<file path="config.mk">
export PLATFORM = sky130hd
export DESIGN_NAME = datapath_unit
export DESIGN_NICKNAME = d
export VERILOG_FILES = /design/src/rtl/cpu_pkg.sv /design/src/rtl/alu_core.sv /design/src/rtl/datapath_unit.sv
export SDC_FILE = /design/constraint.sdc
export NUM_CORES = 1
export LEC_CHECK = 0
export CAP_MARGIN = 20
export CORE_MARGIN = 5
export CORE_UTILIZATION = 53
export CTS_CLUSTER_SIZE = 12
export DETAILED_ROUTE_END_ITERATION = 6
export GPL_ROUTABILITY_DRIVEN = 0
export GPL_TIMING_DRIVEN = 0
export PLACE_DENSITY = 0.89
export SLEW_MARGIN = 10
export SYNTH_ARGS = -nofsm -noshare
export SYNTH_HDL_FRONTEND = slang
export SYNTH_SLANG_ARGS = --single-unit
</file>
<file path="constraint.sdc">
create_clock -name clk -period 2.2 [get_ports clk]
set_input_delay 0.44 -clock clk [delete_from_list [all_inputs] [get_ports clk]]
set_output_delay 0.44 -clock clk [all_outputs]
set_load 0.005 [all_outputs]
</file>
<file path="src/rtl/cpu_pkg.sv">
// Shared CPU definitions: ALU op codes, phase encodings, register-file reset values.
package cpu_pkg;

  localparam int unsigned REG_AW   = 2;
  localparam int unsigned RF_DEPTH = 4;
  localparam int unsigned RST_W    = 8;

  typedef enum logic [1:0] {
    ALU_ADD = 2'b00,
    ALU_SUB = 2'b01,
    ALU_AND = 2'b10,
    ALU_OR  = 2'b11
  } alu_op_e;

  typedef enum logic [1:0] {
    PH_FETCH   = 2'd0,
    PH_DECODE  = 2'd1,
    PH_EXECUTE = 2'd2,
    PH_WRITE   = 2'd3
  } phase_e;

  localparam logic [RST_W-1:0] RF_RST_R0 = 8'h05;
  localparam logic [RST_W-1:0] RF_RST_R1 = 8'h03;
  localparam logic [RST_W-1:0] RF_RST_R2 = 8'h0A;
  localparam logic [RST_W-1:0] RF_RST_R3 = 8'h0F;

  // Reset value of register-file entry idx.
  function automatic logic [RST_W-1:0] rf_reset_val(input logic [REG_AW-1:0] idx);
    case (idx)
      2'd0:    rf_reset_val = RF_RST_R0;
      2'd1:    rf_reset_val = RF_RST_R1;
      2'd2:    rf_reset_val = RF_RST_R2;
      default: rf_reset_val = RF_RST_R3;
    endcase
  endfunction

endpackage

</file>
<file path="src/rtl/alu_core.sv">
// Combinational ALU: add/sub with carry-borrow, bitwise and/or, zero flag.
import cpu_pkg::*;

module alu_core #(
  parameter int unsigned DATA_W = 8
) (
  input  alu_op_e           op,
  input  logic [DATA_W-1:0] a,
  input  logic [DATA_W-1:0] b,
  output logic [DATA_W-1:0] y,
  output logic              carry,
  output logic              zero
);

  logic [DATA_W:0] sum_ext;
  logic [DATA_W:0] diff_ext;

  assign sum_ext  = {1'b0, a} + {1'b0, b};
  assign diff_ext = {1'b0, a} - {1'b0, b};

  // Operation select; the borrow is the extended difference's top bit (a < b).
  always_comb begin
    y     = '0;
    carry = 1'b0;
    case (op)
      ALU_ADD: begin
        y     = sum_ext[DATA_W-1:0];
        carry = sum_ext[DATA_W];
      end
      ALU_SUB: begin
        y     = diff_ext[DATA_W-1:0];
        carry = diff_ext[DATA_W];
      end
      ALU_AND: y = a & b;
      ALU_OR:  y = a | b;
      default: y = '0;
    endcase
  end

  assign zero = (y == '0);

endmodule

</file>
<file path="src/rtl/datapath_unit.sv">
// Multicycle execution datapath: register file, operand/result registers, phase tracking.
// Optional build macro DATAPATH_SYNC_CHECK_EN enables the sync_err pulse and phase resync.
import cpu_pkg::*;

module datapath_unit #(
  parameter int unsigned DATA_W = 8
) (
  input  logic              clk,
  input  logic              reset,
  input  logic [1:0]        alu_op,
  input  logic [1:0]        read_reg1,
  input  logic [1:0]        read_reg2,
  input  logic [1:0]        write_reg,
  input  logic              reg_write,
  input  logic [1:0]        dbg_addr,
  output logic [DATA_W-1:0] dbg_data,
  output logic [DATA_W-1:0] result,
  output logic              zero,
  output logic              carry,
  output logic              wb_valid,
  output logic [1:0]        wb_addr,
  output logic              sync_err
);

  phase_e            phase_q, phase_d;
  logic [DATA_W-1:0] rf_q [RF_DEPTH];
  logic [DATA_W-1:0] rf_d [RF_DEPTH];
  logic [DATA_W-1:0] op_a_q, op_a_d;
  logic [DATA_W-1:0] op_b_q, op_b_d;
  alu_op_e           op_q, op_d;
  logic [1:0]        wb_addr_q, wb_addr_d;
  logic [DATA_W-1:0] result_q, result_d;
  logic              zero_q, zero_d;
  logic              carry_q, carry_d;
  logic              sync_err_q, sync_err_d;

  logic [DATA_W-1:0] alu_y;
  logic              alu_carry;
  logic              alu_zero;

  alu_core #(.DATA_W(DATA_W)) u_alu (
    .op    (op_q),
    .a     (op_a_q),
    .b     (op_b_q),
    .y     (alu_y),
    .carry (alu_carry),
    .zero  (alu_zero)
  );

  assign wb_valid = (phase_q == PH_WRITE) && reg_write;

  // Next-state for phase counter, pipeline registers and register file.
  always_comb begin
    phase_d    = phase_e'(phase_q + 2'd1);
    op_a_d     = op_a_q;
    op_b_d     = op_b_q;
    op_d       = op_q;
    wb_addr_d  = wb_addr_q;
    result_d   = result_q;
    zero_d     = zero_q;
    carry_d    = carry_q;
    sync_err_d = 1'b0;
    rf_d       = rf_q;

    case (phase_q)
      PH_DECODE: begin
        op_a_d    = rf_q[read_reg1];
        op_b_d    = rf_q[read_reg2];
        op_d      = alu_op_e'(alu_op);
        wb_addr_d = write_reg;
      end
      PH_EXECUTE: begin
        result_d = alu_y;
        zero_d   = alu_zero;
        carry_d  = alu_carry;
      end
      PH_WRITE: begin
        if (reg_write) rf_d[wb_addr_q] = result_q;
      end
      default: ;
    endcase

`ifdef DATAPATH_SYNC_CHECK_EN
    // A strobe outside WRITE means the control unit is ahead; restart at FETCH.
    sync_err_d = (reg_write != (phase_q == PH_WRITE));
    if (reg_write && (phase_q != PH_WRITE)) phase_d = PH_FETCH;
`endif
  end

  // State registers with asynchronous active-high reset.
  always_ff @(posedge clk or posedge reset) begin
    if (reset) begin
      phase_q    <= PH_FETCH;
      op_a_q     <= '0;
      op_b_q     <= '0;
      op_q       <= ALU_ADD;
      wb_addr_q  <= '0;
      result_q   <= '0;
      zero_q     <= 1'b0;
      carry_q    <= 1'b0;
      sync_err_q <= 1'b0;
      for (int i = 0; i < RF_DEPTH; i++) begin
        rf_q[i] <= DATA_W'(rf_reset_val(REG_AW'(i)));
      end
    end else begin
      phase_q    <= phase_d;
      op_a_q     <= op_a_d;
      op_b_q     <= op_b_d;
      op_q       <= op_d;
      wb_addr_q  <= wb_addr_d;
      result_q   <= result_d;
      zero_q     <= zero_d;
      carry_q    <= carry_d;
      sync_err_q <= sync_err_d;
      rf_q       <= rf_d;
    end
  end

  assign dbg_data = rf_q[dbg_addr];
  assign result   = result_q;
  assign zero     = zero_q;
  assign carry    = carry_q;
  assign wb_addr  = wb_addr_q;
  assign sync_err = sync_err_q;

endmodule

</file>
Word-level counts from Yosys, hierarchy flattened
Index checks and enable logic that the tools add are counted.
{"block": "totals", "register_bits": 64, "output_inout_bits": 22, "word_cells": 51}
{"block": "classes", "add_sub_neg": 3, "magnitude_cmp": 5, "n_eq_ne": 6, "n_mux": 14, "n_bitwise": 6, "reduce_logical": 5}
{"operator": "2-to-1 mux 8 bit", "count": 7}
{"operator": "binary-select mux 8 bit (select 2 bit)", "count": 3}
{"operator": "bitwise mux 32 bit", "count": 1}
{"operator": "case mux 8 bit (4 select lines)", "count": 1}
{"operator": "demux 8 bit (select 2 bit)", "count": 1}
{"operator": "greater-or-equal comparator 3 bit (second input constant)", "count": 4}
{"operator": "inverter 2 -> 3 bit", "count": 4}
{"operator": "adder 8 x 8 -> 9 bit", "count": 1}
{"operator": "subtractor 8 x 8 -> 9 bit", "count": 1}
{"operator": "AND 8 bit", "count": 1}
{"operator": "== test 2 bit (second input constant)", "count": 4}
{"operator": "zero test 8 bit", "count": 1}
{"operator": "bitwise OR 8 bit", "count": 1}
{"operator": "== test 2 x 1 -> 1 bit (second input constant)", "count": 2}
{"operator": "< comparator 3 x 1 -> 1 bit (second input constant)", "count": 1}
{"operator": "adder 2 x 1 -> 2 bit (second input constant)", "count": 1}
{"operator": "logical AND 1 bit", "count": 2}
{"operator": "zero test 2 bit", "count": 1}
{"operator": "case mux 1 bit (2 select lines)", "count": 1}
{"operator": "AND reduction 2 bit", "count": 1}

Longest topological paths before layout
{"block": "logic_depth", "word_depth": 6, "mapped_depth": 10, "depth_no_buf": 10}

By module
A second synthesis with hierarchy kept.
{"block": "hier_totals", "cells_unflattened": 369, "area_unflattened_um2": 4270.3}
{"mod": "datapath_unit", "n_inst": 1, "cells_per_inst": 212, "area_per_inst_um2": 3119.2, "seq_area_each_um2": 1614.0}
{"mod": "alu_core", "n_inst": 1, "cells_per_inst": 157, "area_per_inst_um2": 1151.1, "seq_area_each_um2": 0.0}

Worst setup path before layout
No wires, ideal clock.
{"block": "synth_timing", "kind": "reg-to-reg", "start": "register op_a_q[0]", "end": "register zero_q (netlist: zero)", "arrival_ns": 2.179, "required_time_ns": 2.096, "slack_ns": -0.083, "stages_incl_launch_ff": 11, "n_path_buf": 0, "path_cell_list": "dfrtp_1 inv_1 ha_1 inv_1 fa_1 nor2b_1 o21ai_1 o211ai_1 xnor2_1 a221o_1 o41ai_2"}
{"block": "synth_between", "elab_chain_len": 3, "word_cells_on_any_way": 6, "cone_classes": "add/sub: 2; mux: 1; bitwise: 2; reduce/logical: 1"}
{"element": "from (decl)", "line": "datapath_unit.sv:28", "rtl": "logic [DATA_W-1:0] op_a_q, op_a_d;"}
{"element": "from (signal assigned)", "line": "datapath_unit.sv:107", "rtl": "op_a_q <= op_a_d;"}
{"element": "subtractor 8 x 8 -> 9 bit (tied with other cells)", "line": "alu_core.sv:19", "rtl": "assign diff_ext = {1'b0, a} - {1'b0, b};"}
{"element": "case mux 8 bit (4 select lines) *", "line": "alu_core.sv:25", "rtl": "case (op)"}
{"element": "zero test 8 bit *", "line": "alu_core.sv:40", "rtl": "assign zero = (y == '0);"}
{"element": "to (signal assigned)", "line": "datapath_unit.sv:112", "rtl": "zero_q <= zero_d;"}
{"element": "to (decl)", "line": "datapath_unit.sv:33", "rtl": "logic zero_q, zero_d;"}
Mark *: on every way between the ends. The rest lies on a longest branch, timed or not.
A chain may end at the register's enable or synchronous reset.

Worst setup path after layout
{"block": "layout_timing", "start": "register op_a_q[2]", "end": "register zero_q (netlist: zero)"}
Same word-level chain as after synthesis.

==> flow_summary.ini <==
[worst_setup_path]
crit-reg2reg-capture = zero$_DFFE_PP0N_
rr_worst_depth = 9
path_cells = inv_2, ha_1, buf_6, nor2b_1, a221oi_1, o21a_1, o31a_1, nand3_2, o41ai_4
critPathArrivalTime_ns = 2.65
worst_ep_required_time_ns = 2.43
critPathSlowestCell = dfrtp_1
worstPathMaxFanout = 9
slowest_delay_ns = 0.40
start_kind = flop
crit_path_end_kind = flop
path_class = reg2reg
timing.rr.start = op_a_q[2]$_DFFE_PP0N_
crit_family = compound AO/OA/AOI/OAI gates
critPathBufInv = 2
r2r_slack_ns = -0.22

[yosys]
muxShareOfSynthArea_pct = 25.1
postSynthAreaPerCell_um2 = 11.4
synth-seq-area-share_pct = 40.0
synth_top_family_by_area = multiplexers
synth-simple-area-share_pct = 9.56
synth_top_area_cell = dfrtp_1
ys_top_cells_by_count = dfrtp_1, mux2_2, inv_1, nand2_1, ha_1
synth-compound-area-share_pct = 9.75
synth-main-ff-cell = dfrtp_1
synth_seq_cells = 64
synthArstFlopShare_pct = 100
yosysMostFrequentCell = dfrtp_1
synthXorXnorAreaFrac_pct = 0.435
synthTopCellsByArea = dfrtp_1, mux4_2, mux2_2
netlist.area_leader.share_pct = 33.5
synthCells = 354
ys_types = 47
synth_nets = 396
yosys_warnings = 0
synth_fa_ha_area_share_pct = 9.38
synth-edff-count = 0
synthesis.area_um2 = 4030

[placed_design]
portBuffers = 27
dp_hpwl_mm = 6.99
preCtsSetupSlack_ns = -0.285
place_area_um2 = 4500

[grt]
track_usage_pct = 21.6
grt_pass1_wl_mm = 16.5
grt_pass1_vias = 3235
grt_max_degree = 39
grt.overflow.total = 0
antenna_found_initial = 0

[sta]
setup_viol = 2
slew_headroom_pct = 53.0
rsz0062_at_grt = yes
worst_pin_slew_ns = 0.704
fin_crit_ns = 2.42
slew_violations = 0
clock.fmax_ghz = 0.414
hold_viol_final = 0
fin_skew_ns = 0.00655
finalWorstSetupSlack_ns = -0.217
hold_ws_ns = 0.309
period_share_pct = 110

[die]
core_area_um2 = 7330
rows = 31
die_area_um2 = 9450
start_util_pct = 55.0
dieHeight_um = 97.2
ios = 35
die_w_um = 97.2

[finish]
syn2layout_area_growth_pct = 22.8
antenna_cells = 0
nNetsFinal = 445
drive_gt1_share_pct = 34.9
fill_cells = 437
stdcell_area_um2 = 4950

[power]
internal_power_w = 0.00350
ir_drop_uv = 846
p_switching_w = 0.00204
combPwrFrac_pct = 45.9
switching_share_pct = 36.8
p_clk_share_pct = 19.0
powerDensity_nw_per_um2 = 1120
leakagePower_nw = 2.15
p_seq_share_pct = 35.1

[job]
drv_cap = 0

[detailed_routing]
vias_per_cell = 6.17
first_iter_violations = 215
antenna_left = 0
vias = 3121
drcViolationCount = 0
dr.pass1.iters = 5
wl_per_cell_um = 20.3
routed_wl_mm = 10.2

[clock_tree]
cts_hold_buf = 0
cts_buffer_depth = 2
clkTransAtPathRegs_ns = 0.07
insertion_delay_ns = 0.34
cts-buffers-inserted = 9
htreeDepth = 3
cts-root-buf = clkbuf_8
cts_tree = done
clock-sinks = 64

[run_status]
violations = negative setup slack
status = finished, violations left

[hold_path]
min_path_type = in2async
-- layout by cell type, fill, tap and decap left out, types with 4 or more instances in the layout --
master           Yosys  layout
a21oi_1             14      10
clkdlybuf4s50_1      0      26
nor2_1              17      17
o21ai_0             22      22
dfstp_2             10      10
nor2b_1              6       5
nand2_1             28      27
nand3_1              6       5
clkbuf_1            13      13
dfrtp_1             54      53
inv_1               30      22
mux4_2              25      25
mux2_2              36      35
and3_1               4       4
o211ai_1             5       5
inv_2                1       9
ha_1                27      23
clkbuf_8             0       9
buf_2                3       4
buf_4                1       9
a21oi_2              0       4
-- power by group through the flow --
stage / sequential [W] / combinational (W) / clock, W
5_1_grt: 0.00200 / 0.00275 / 0.00112
3_3_place_gp: 0.00186 / 0.00199 / 0
2_1_floorplan: 0.00181 / 0.00150 / 0
3_5_place_dp: 0.00193 / 0.00209 / 0
4_1_cts: 0.00192 / 0.00231 / 0.00106
6_report: 0.00195 / 0.00254 / 0.00105
-- logic make-up after synthesis --
logic type	Yosys count
multiplexers	65
AND/OR/NAND/NOR	80
AO/OA/AOI/OAI	61
buffers and inverters	52
flip-flops	64
adder cells (fa/ha/maj)	29
XOR/XNOR	2
other	1
-- cell type report --
class,instances,area (µm²),area share [%]
Clock buffer,11,131,2.66
Clock inverter,4,70.1,1.42
Sequential cell,64,1620,32.7
Timing Repair Buffer,38,385,7.79
Multi-Input combinational cell,238,2390,48.3
Buffer,21,114,2.30
Tap cell,99,124,2.50
Inverter,31,116,2.35
-- through the flow --
step	utilization (%)	instances	TNS, ns	power (W)
3_3_place_gp	60.6	480	-50.05	0.00385
3_5_place_dp	61.3	483	-2.66	0.00402
2_1_floorplan	-	354	-0.00304	0.00331
5_1_grt	67.5	506	-0.624	0.00587
6_report	67.5	506	-0.399	0.00554
4_1_cts	66.2	504	-0.412	0.00529
-- sequential cells by signal (all words and copies together), names as in the netlist --
signal	flops
phase_q	2
op_a_q	8
carry	1
op_q	2
result	8
op_b_q	8
rf_q	32
wb_addr	2
zero	1
-- how the worst max path moves through the flow --
stage,from,to,cells after the start
after global placement,reset,rf_q[8]$_DFFE_PP0P_,2
after detailed placement,dbg_addr[0],dbg_data[4],3
after CTS,op_a_q[0]$_DFFE_PP0N_,result[6]$_DFFE_PP0N_,10
after global routing,op_a_q[2]$_DFFE_PP0N_,zero$_DFFE_PP0N_,9
final,op_a_q[2]$_DFFE_PP0N_,zero$_DFFE_PP0N_,9
after floorplan,op_a_q[3]$_DFFE_PP0N_,zero$_DFFE_PP0N_,9
-- layer usage --
| metal | GRT usage, % | share of wire, % | up-vias |
|---|---|---|---|
| li1 | - | - | 1369 |
| met1 | 25.8 | 39 | 1573 |
| met2 | 38.5 | 53 | 147 |
| met3 | 3.80 | 4.6 | 32 |
| met4 | 8.86 | 3.5 | 0 |
| met5 | 0 | 0 | - |
-- timing repair --
action,in CTS,in global routing
resized for setup,23,19
endpoints found under the setup margin,12,5
pin swaps,8,10
gates cloned,0,0
endpoints found under the hold margin,0,0
buffers inserted,6,2
No activity file was read; power rests on OpenSTA's default activity.
